### src/rtl/eg_pkg.sv
// Shared types and widths for the Exp-Golomb bit-serial encoder.
package eg_pkg;

   localparam int VAL_W_DEF = 16;
   localparam int M_W       = 5;
   localparam int LEN_W     = 6;
   localparam int X_W_DEF   = VAL_W_DEF + 1;

   typedef enum logic [1:0] {
      IDLE   = 2'd0,
      PREFIX = 2'd1,
      SUFFIX = 2'd2
   } state_t;

endpackage

### src/rtl/eg_msb_find.sv
// Combinational index of the highest set bit; returns 0 for an all-zero input.
module eg_msb_find
   import eg_pkg::*;
#(
   parameter int X_W = X_W_DEF
) (
   input  logic [X_W-1:0] x,
   output logic [M_W-1:0] idx
);

   always_comb begin
      idx = '0;
      for (int i = 0; i < X_W; i++) begin
         if (x[i]) idx = M_W'(i);
      end
   end

endmodule

### src/rtl/eg_encoder.sv
// Exp-Golomb ue(v)/se(v) encoder: one value in, a serial codeword of 2M+1 bits out, MSB first.
module eg_encoder
   import eg_pkg::*;
#(
   parameter int VAL_W = VAL_W_DEF
) (
   input  logic             wb_clk_i,
   input  logic             wb_rst_n,
   input  logic             in_valid,
   output logic             in_ready,
   input  logic [VAL_W-1:0] in_value,
   input  logic             in_signed,
   output logic             bit_valid,
   input  logic             bit_ready,
   output logic             bit_data,
   output logic             bit_last,
   output logic [LEN_W-1:0] cw_len
);

   localparam int XW = VAL_W + 1;
   localparam logic signed [XW:0] ONE_S = 1;
   localparam logic [XW-1:0]      ONE_X = 1;

   state_t            state, state_next;
   logic signed [XW:0] v_ext, v_dbl, se_code;
   logic [XW-1:0]     code_num, x_new, x_reg, x_sh;
   logic [M_W-1:0]    m_new, cnt, idx;

   // One extra bit of headroom so 2v cannot overflow before the se mapping.
   always_comb begin
      v_ext    = {{2{in_value[VAL_W-1]}}, in_value};
      v_dbl    = v_ext <<< 1;
      se_code  = (!in_value[VAL_W-1] && (in_value != '0)) ? (v_dbl - ONE_S) : (-v_dbl);
      code_num = in_signed ? se_code[XW-1:0] : {1'b0, in_value};
      x_new    = code_num + ONE_X;
   end

   eg_msb_find #(.X_W(XW)) u_msb_find (
      .x   (x_new),
      .idx (m_new)
   );

   always_ff @(posedge wb_clk_i) begin
      if (!wb_rst_n) state <= IDLE;
      else           state <= state_next;
   end

   always_comb begin
      state_next = state;
      case (state)
         IDLE:    if (in_valid) state_next = (m_new != '0) ? PREFIX : SUFFIX;
         PREFIX:  if (bit_ready && (cnt == 5'd1)) state_next = SUFFIX;
         SUFFIX:  if (bit_ready && (idx == '0)) state_next = IDLE;
         default: state_next = IDLE;
      endcase
   end

   // Everything downstream-visible decodes from the held state/registers, so a stall freezes it.
   always_comb begin
      x_sh      = x_reg >> idx;
      in_ready  = (state == IDLE);
      bit_valid = (state == PREFIX) || (state == SUFFIX);
      bit_data  = (state == SUFFIX) && x_sh[0];
      bit_last  = (state == SUFFIX) && (idx == '0);
   end

   always_ff @(posedge wb_clk_i) begin
      if ((state == IDLE) && in_valid) x_reg <= x_new;
   end

   always_ff @(posedge wb_clk_i) begin
      if (!wb_rst_n) begin
         cnt    <= '0;
         idx    <= '0;
         cw_len <= '0;
      end else begin
         case (state)
            IDLE: if (in_valid) begin
               cnt    <= m_new;
               idx    <= m_new;
               cw_len <= {m_new, 1'b1};
            end
            PREFIX: if (bit_ready) cnt <= cnt - 5'd1;
            SUFFIX: if (bit_ready) begin
               if (idx == '0) cw_len <= '0;
               else           idx    <= idx - 5'd1;
            end
            default: ;
         endcase
      end
   end

endmodule

### config.mk
export PLATFORM = sky130hd
export DESIGN_NAME = eg_encoder
export DESIGN_NICKNAME = d
export VERILOG_FILES = /design/src/rtl/eg_pkg.sv /design/src/rtl/eg_msb_find.sv /design/src/rtl/eg_encoder.sv
export SDC_FILE = /design/constraint.sdc
export NUM_CORES = 1
export LEC_CHECK = 0
export ABC_AREA = 0
export CORE_MARGIN = 8
export CORE_UTILIZATION = 58
export DETAILED_ROUTE_END_ITERATION = 8
export PLACE_DENSITY = 0.81
export RECOVER_POWER = 50
export SYNTH_ARGS = -nofsm -noshare
export SYNTH_HDL_FRONTEND = slang
export SYNTH_HIERARCHICAL = 1
export SYNTH_SLANG_ARGS = --single-unit
### constraint.sdc
create_clock -name wb_clk_i -period 6.2 [get_ports wb_clk_i]
set_input_delay 1.55 -clock wb_clk_i [delete_from_list [all_inputs] [get_ports wb_clk_i]]
set_output_delay 1.55 -clock wb_clk_i [all_outputs]
set_load 0.005 [all_outputs]
==> metrics.txt <==
Area growth syn-to-layout=23.0%; setup violators final=0; Overflow after GRT=0; chip width=about 90 um; antenna violations before repair=0; Slew Limit Headroom=53.8%; slowest stage cell on the critical path=or4_4; PD cells=298 nW/um2; Worst Hold Class=flip-flop to flip-flop; Critical Path RT=between 6 and 7 ns; Post-synth EDFFs=17; sequential share of the synthesized area=27.7%; CTS tree=done; gate count of the mapped netlist=between 300 and 400; Worst Hold Slack=0.464 ns; WP buf/inv=3; Leak Pwr=1.48 nW; Post-synth top flop=dfxtp_1; Top Ports=31; Synth Net Count=a little over 400; crit-path max cell delay=roughly 0.56 ns; Yosys warning count=6; Final #Nets=462; CP max FO=5; clk_lat worst skew=0.29 ns; starting density of the core=58.6%; final hold violation count=0; cts hold-fix bufs=0; period utilization=94.2%; vias in the first global route=2,782; crit path kind=primary input to flip-flop; Die Height=89.7 um; number of synthesized register bits=35; Yosys top cell area share=16.2%; clk sinks=35; largest net degree at the start of global routing=23; CTS root buf=clkbuf_8; DR DRC count=0; fmax=0.171 GHz; setup ws final=0.358 ns; gpl congestion=0.943; TritonCTS buffer count=5; Clock Skew=0.0119 ns; Top delay family on crit path=simple AND/OR/NAND/NOR gates; Pre-Repair DR Iteration Count=5; Cell Area, Synth=3150 um2; # rows=27; endpoint class of the critical path=flip-flop; status=completed; clock buffer depth=2; synth top area cells=edfxtp_1 (16%), dfxtp_1 (11%), xnor2_1 (4.7%); vias after detailed routing=2,999; max-cap check violation count=0; Design Area, Final=3870 um2; clock slew at reported path FFs=0.08 ns; number of routed nets with antenna violations=0; fill count=between 400 and 500; Worst Path Arrival=6.07 ns; DRC marker count from the first detailed-route iteration=about 220; startpoint types=primary input; wirelength, routed=8.10 mm; first-pass GRT wire length=~13 mm; max FFs per register=17; area of the multi-input gates=2130 um2; syn_area_per_cell=8.44 um2; All-Layer GR Usage=21.3%; ys async rst share=0%; peak supply drop=0.000243 V; Max Slew Vio Count=0; largest area contributor in the netlist=edfxtp_1; most frequent cell after synthesis=nor2_1; drt wl/cell=about 16 um; layout cells sized above 1=16.0%; Core ar.=5370 um2; Post-DP Area=3750 um2; FF/Latch Area=between 800 and 900 um2; distinct cell type count of the synthesized netlist=65; DP HPWL=6.41 mm; htree depth=2; ANT cells=0; synth cell count leaders=nor2_1 (39), o21ai_0 (22), a21oi_1 (20), nand2_1 (19); DR vias/cell=5.95; Final min period=5.84 ns; TNS Setup=0 ns; DIE AREA=just over 8000 um2; CP cell instances=clkdlybuf4s50_1, inv_2, ha_1, or3b_1, buf_4, or3_1, o221ai_1, mux2i_1, nand2_1, or4_1, xor2_1, nor4_1, a21oi_1, or4_4, o21ai_2, a211o_1, nand2_1, a21oi_1; buffers added on ports=30; Worst Max-Slew Pin Slew=0.690 ns; worst slack, placed=about 0.020 ns
[worst reg2reg max path, delay by kind of cell (launching register included)]
kind / cells / cell delay, ns
buffers and inverters: 1 / 0.16
adders and majority gates: 1 / 0.15
AOI/OAI and AO/OA: 2 / 0.47
and+or+nand+nor: 3 / 0.88
DFF: 1 / 0.43
[cell type report]
class | instances | share of cell area, %
Clock buffer | 8 | 2.62
Inverter | 18 | 1.74
Multi-Input combinational cell | 299 | 55.0
Sequential cell | 35 | 22.5
Tap cell | 72 | 2.33
Timing Repair Buffer | 72 | 15.8
[metal layers]
| layer | track usage [%] | share of wire, % | vias up |
|---|---|---|---|
| li1 | - | - | 1502 |
| met1 | 28.0 | 45 | 1384 |
| met2 | 35.9 | 48 | 102 |
| met3 | 2.73 | 5.3 | 11 |
| met4 | 5.29 | 1.6 | 0 |
| met5 | 0 | 0 | - |
[through the flow]
| step | power (mW) | instances | utilization, % |
|---|---|---|---|
| after CTS | 1.17 | 504 | 71.8 |
| after global placement | 0.954 | 496 | 69.9 |
| after global routing | 1.24 | 504 | 72.1 |
| after floorplan | 0.794 | 373 | - |
| after detailed placement | 0.978 | 496 | 69.9 |
| final | 1.16 | 504 | 72.1 |
[power breakdown]
part | internal, mW | switching [mW] | total [mW]
combinational | 0.271 | 0.313 | 0.584
sequential | 0.329 | 0.0585 | 0.387
clock | 0.104 | 0.0798 | 0.184
[kinds of logic after synthesis]
family / after synthesis / synth area share (%)
simple gates: 154 / 26.9
compound gates: 94 / 20.8
buf+inv: 39 / 5.33
flops: 35 / 27.7
xor+xnor: 28 / 9.54
mux: 13 / 5.76
fa+ha+maj: 10 / 3.97
[path summary, 6_finish.rpt]
check	from	endpoint	slack, ns	cells past startpoint
worst min-delay path	cw_len[1]$_SDFFE_PN0P_	cw_len[1]$_SDFFE_PN0P_	0.46	2
worst max register to register	idx[0]$_SDFFE_PN0P_	cw_len[0]$_SDFFE_PN0P_	3.99	7
worst min register to register	cw_len[1]$_SDFFE_PN0P_	cw_len[1]$_SDFFE_PN0P_	0.46	2
worst max-delay path	in_value[0]	state[1]$_SDFFE_PN0P_	0.36	18
[layout by cell type, fill, tap and decap left out, drive strengths merged, types with 4 or more instances in the layout]
cell type      netlist  routed
nor4                12      12
xor2                 7       7
dfxtp               18      18
mux4                 4       4
nor2                39      39
xnor3                4       4
nand3               13      13
mux2i                8       8
a31oi                7       7
edfxtp              17      17
nor3                11      11
dlygate4sd3          0       9
or3                  9       9
inv                 17      17
buf                  6      41
nand2               20      20
clkdlybuf4s50        0      21
o21ai               22      22
clkbuf              15       9
nand2b               5       5
or4                  6       6
a22oi                5       5
and2                 7       7
ha                  10      10
nor2b               18      18
a21oi               20      20
xnor2               17      17
[what timing repair did]
action / in CTS / in global routing
resized for setup: 0 / 8
buffers inserted: 0 / 0
endpoints found under the setup margin: 0 / 1
Power figures use the tool's default switching activity.
